**src/rtl/capture_packer_pkg.sv**
```systemverilog
// Shared definitions for the byte-to-halfword capture packer.
package capture_packer_pkg;

  typedef enum logic {
    ST_EMPTY = 1'b0,
    ST_HALF  = 1'b1
  } state_e;

  localparam logic [7:0] PAD_DEFAULT = 8'h00;

endpackage

```
**src/rtl/capture_packer.sv**
```systemverilog
// Packs a byte stream into 16-bit words (first byte low). A flush pads out a
// pending half word. The output register is a single slot with valid/ready.
module capture_packer
  import capture_packer_pkg::*;
#(
  parameter logic [7:0] PAD = PAD_DEFAULT
) (
  input  logic        clk_i,
  input  logic        reset_n_i,
  input  logic [7:0]  in_data_i,
  input  logic        in_valid_i,
  output logic        in_ack_o,
  input  logic        flush_i,
  output logic [15:0] out_data_o,
  output logic        out_valid_o,
  input  logic        out_ready_i,
  output logic        half_o,
  output logic        flush_pend_o,
  output logic [15:0] word_cnt_o
);

  state_e     state;
  logic [7:0] low;
  logic       slot_free;
  logic       handshake;

  assign slot_free = !out_valid_o || out_ready_i;
  assign handshake = out_valid_o && out_ready_i;
  assign half_o    = (state == ST_HALF);

  // In EMPTY the byte only goes to the low register, so no free slot is needed.
  assign in_ack_o  = reset_n_i && in_valid_i && (state == ST_EMPTY || slot_free);

  always_ff @(posedge clk_i) begin
    if (!reset_n_i) begin
      state        <= ST_EMPTY;
      low          <= 8'h00;
      out_data_o   <= 16'h0000;
      out_valid_o  <= 1'b0;
      flush_pend_o <= 1'b0;
      word_cnt_o   <= 16'h0000;
    end else begin
      if (handshake) begin
        word_cnt_o <= word_cnt_o + 16'd1;
      end

      // A drained slot goes empty unless a new word is loaded below.
      if (handshake) begin
        out_valid_o <= 1'b0;
      end

      case (state)
        ST_EMPTY: begin
          if (in_ack_o) begin
            low   <= in_data_i;
            state <= ST_HALF;
          end
        end
        ST_HALF: begin
          if (in_ack_o) begin
            out_data_o   <= {in_data_i, low};
            out_valid_o  <= 1'b1;
            flush_pend_o <= 1'b0;
            state        <= ST_EMPTY;
          end else if ((flush_i || flush_pend_o) && slot_free) begin
            out_data_o   <= {PAD, low};
            out_valid_o  <= 1'b1;
            flush_pend_o <= 1'b0;
            state        <= ST_EMPTY;
          end else if (flush_i) begin
            flush_pend_o <= 1'b1;
          end
        end
        default: state <= ST_EMPTY;
      endcase
    end
  end

endmodule
```
**config.mk**
```make
export PLATFORM = sky130hd
export DESIGN_NAME = capture_packer
export DESIGN_NICKNAME = d
export VERILOG_FILES = /design/src/rtl/capture_packer_pkg.sv /design/src/rtl/capture_packer.sv
export SDC_FILE = /design/constraint.sdc
export NUM_CORES = 1
export LEC_CHECK = 0
export CAP_MARGIN = 20
export CORE_MARGIN = 2
export CORE_UTILIZATION = 40
export DETAILED_ROUTE_END_ITERATION = 16
export GPL_TIMING_DRIVEN = 0
export PLACE_DENSITY = 0.7
export SLEW_MARGIN = 20
export SYNTH_ARGS = -nofsm -noshare
export SYNTH_HDL_FRONTEND = slang
export SYNTH_SLANG_ARGS = --single-unit
```
**constraint.sdc**
```tcl
create_clock -name clk_i -period 2.16 [get_ports clk_i]
set_input_delay 0.432 -clock clk_i [delete_from_list [all_inputs] [get_ports clk_i]]
set_output_delay 0.432 -clock clk_i [all_outputs]
set_load 0.02 [all_outputs]
```
==> summary.txt <==
CTS tree -> yes
Setup Skew -> 0.00800 ns
crit path max fanout -> 6
cell area after placement -> 2200 sq um
fin crit period -> 2.05 ns
Rows -> 23
worst reg2reg startpoint -> word_cnt_o[5]
final-layout fill cell count -> 366
area of the core -> 4000 sq um
hold path start -> word_cnt_o[15]
chip height -> 68.3 um
Worst slew margin -> 0.572
Final Slew Violations -> 0
critical path capture point type -> output pin
Sequential Power Share -> 0.529
Final Non-Filler Cells -> 276
Synth top area share -> 0.520
Peak supply drop -> 0.000555 V
drt pass-1 iters -> 4
Avg Inst Size Synth -> 9.67 sq um
Setup crit start kind -> primary input
combinational power share -> 0.098
Iter 0 DRT Violations -> 65
Warnings, synthesis -> 0
final WL -> 3550 um
HP Class -> flop to flop
Hold Vio Cnt, Final -> 0
Tot GR Track Use -> 0.171
Total Nets Final -> 240
largest net degree at the start of global routing -> 13
CP arrival -> 1.62 ns
die width -> 68.3 um
layout cells sized above 1 -> 0.0398
Die ar. -> 4670 sq um
Setup CP Type -> primary input to output pin
clock network fraction of design power -> 0.372
# IOs -> 49
fraction of registers with async set/reset -> 0
synthesis-stage register bit count -> 43
FF/Latch Area -> 861 sq um
Netlist cell types -> 32
Post-synth EDFFs -> 0
Tot Pwr -> 0.00158 W
clock latency on the worst-skew pair -> 0.29 ns
Critical Path Max Stage Delay -> 0.58 ns
Multi-input gate area -> 743 sq um
WL/cell -> 12.9 um
top cells by area, synth -> dfxtp_1, mux2i_1, nor2_1
postcts setup bufs -> 0
clock slew at reported path FFs -> 0.07 ns
Seq/Total Area, Yosys -> 0.520
worst path required time -> 1.73 ns
Pleak -> 0.871 nW
first-pass GRT wire length -> 5820 um
H-tree levels -> 2
Sw Pwr -> 0.000344 W
max-cap violation count -> 0
synthesized area -> 1650 sq um
Int Power -> 0.00123 W
DRC violations left -> 0
Placer Congestion -> 0.752
status -> completed
Crit-path slowest cell -> clkdlybuf4s50_1
Via Count -> 1354
Layout area overhead -> 39.0%
final setup fails -> 0
net count after synthesis -> 185
Setup crit start -> reset_n_i
Initial Util -> 0.414
Tcrit/Tclk final -> 0.948
CTS sink count -> 43
power per cell area -> 686 nW/um^2
GRT overflow -> 0
top_reg_cell synth -> dfxtp_1
final hold slack -> 0.474 ns
hold_buf cts -> 0
FMAX -> 488 MHz
worst-margin pin slew -> 0.643 ns
vias in the first global route -> 1245
worst path cell trace -> clkdlybuf4s50_1, nand2_1, a31oi_1, dlygate4sd1_1
RSZ-0062 raised after global routing -> false
ANT nets after route -> 0
Sw Share -> 0.218
area leader, netlist -> dfxtp_1
CTS Buf Count -> 5
synthesized instance count -> 171
number of cells after detailed placement -> 269
Final HPWL DP -> 2570 um
most common cell after layout, fill and taps aside -> clkdlybuf4s50_1
Total Neg Setup Slack -> 0 ns
Clock Root Buffer -> clkbuf_8
most frequent cells in the layout -> clkdlybuf4s50_1, dfxtp_1, nor2_1, mux2i_1, nand2_1
DR vias/cell -> 4.91
initial antenna violation count -> 0
Final Cell Area -> 2300 sq um
ANT cells -> 0
clock buffer depth -> 2
port bufs -> 48
==> worst max-delay path, delay by kind of cell <==
family	cells	cell delay [ns]
simple gates	1	0.10
compound gates	1	0.17
buf+inv	2	0.92
==> final cells by class <==
| class | instances | share of cell area |
|---|---|---|
| tap | 50 | 0.0272 |
| clock buffer | 6 | 0.0316 |
| sequential | 43 | 0.375 |
| buffer | 7 | 0.0120 |
| clock inverter | 1 | 0.0131 |
| timing repair buffer | 48 | 0.208 |
| multi-input combinational | 115 | 0.323 |
| inverter | 6 | 0.00980 |
==> logic make-up after synthesis <==
| family | Yosys count | synth area share |
|---|---|---|
| xor+xnor | 10 | 0.0529 |
| fa+ha+maj | 1 | 0.00756 |
| mux | 17 | 0.103 |
| simple gates | 64 | 0.188 |
| buf+inv | 13 | 0.0303 |
| flops | 43 | 0.520 |
| compound gates | 23 | 0.0976 |
==> per-layer routing <==
layer / vias up / track usage / routed length [um]
met1: 613 / 0.236 / 1750
met4: 0 / 0.0700 / 40
met2: 34 / 0.244 / 1550
met5: - / 0 / 0
li1: 703 / - / -
met3: 4 / 0.0559 / 207
==> synth_stat cells, drive strengths merged (4+ instances only) <==
| cell type | n |
|---|---|
| inv | 6 |
| a22o | 8 |
| clkbuf | 5 |
| dfxtp | 43 |
| nand3 | 6 |
| nand2 | 10 |
| nor2 | 28 |
| a21oi | 7 |
| mux2i | 17 |
| xnor2 | 5 |
| or3 | 4 |
| xor2 | 5 |
==> repair_timing <==
action,in CTS,in global routing
endpoints found under the setup margin,1,2
gates cloned,0,0
resized for setup,1,2
pin swaps,0,1
==> final timing paths <==
check / endpoint / slack (ns) / cells after the start
hold reg to reg: word_cnt_o[15] / 0.47 / 2
setup / recovery: in_ack_o / 0.11 / 4
hold / removal: word_cnt_o[15] / 0.47 / 2
setup reg to reg: word_cnt_o[14] / 0.25 / 5
==> sequential cells by signal, summed over array words and instances (netlist names) <==
| name | cells |
|---|---|
| flush_pend_o | 1 |
| half_o | 1 |
| low | 8 |
| out_data_o | 16 |
| out_valid_o | 1 |
| word_cnt_o | 16 |
==> power by group through the flow <==
stage	Clock, W	Sequential, W	Combinational, W
detailed placement	0	0.000852	0.000158
floorplan	0	0.000867	0.0000673
CTS	0.000605	0.000834	0.000157
global placement	0	0.000853	0.000157
finish	0.000587	0.000835	0.000155
global route	0.000635	0.000838	0.000170
==> stage by stage <==
stage | worst slack, ns | utilization
CTS | 0.0833 | 0.575
global placement | -0.202 | 0.549
floorplan | 0.310 | -
finish | 0.112 | 0.575
detailed placement | -0.196 | 0.549
global route | 0.00221 | 0.575
No activity file was read; power rests on OpenSTA's default activity.
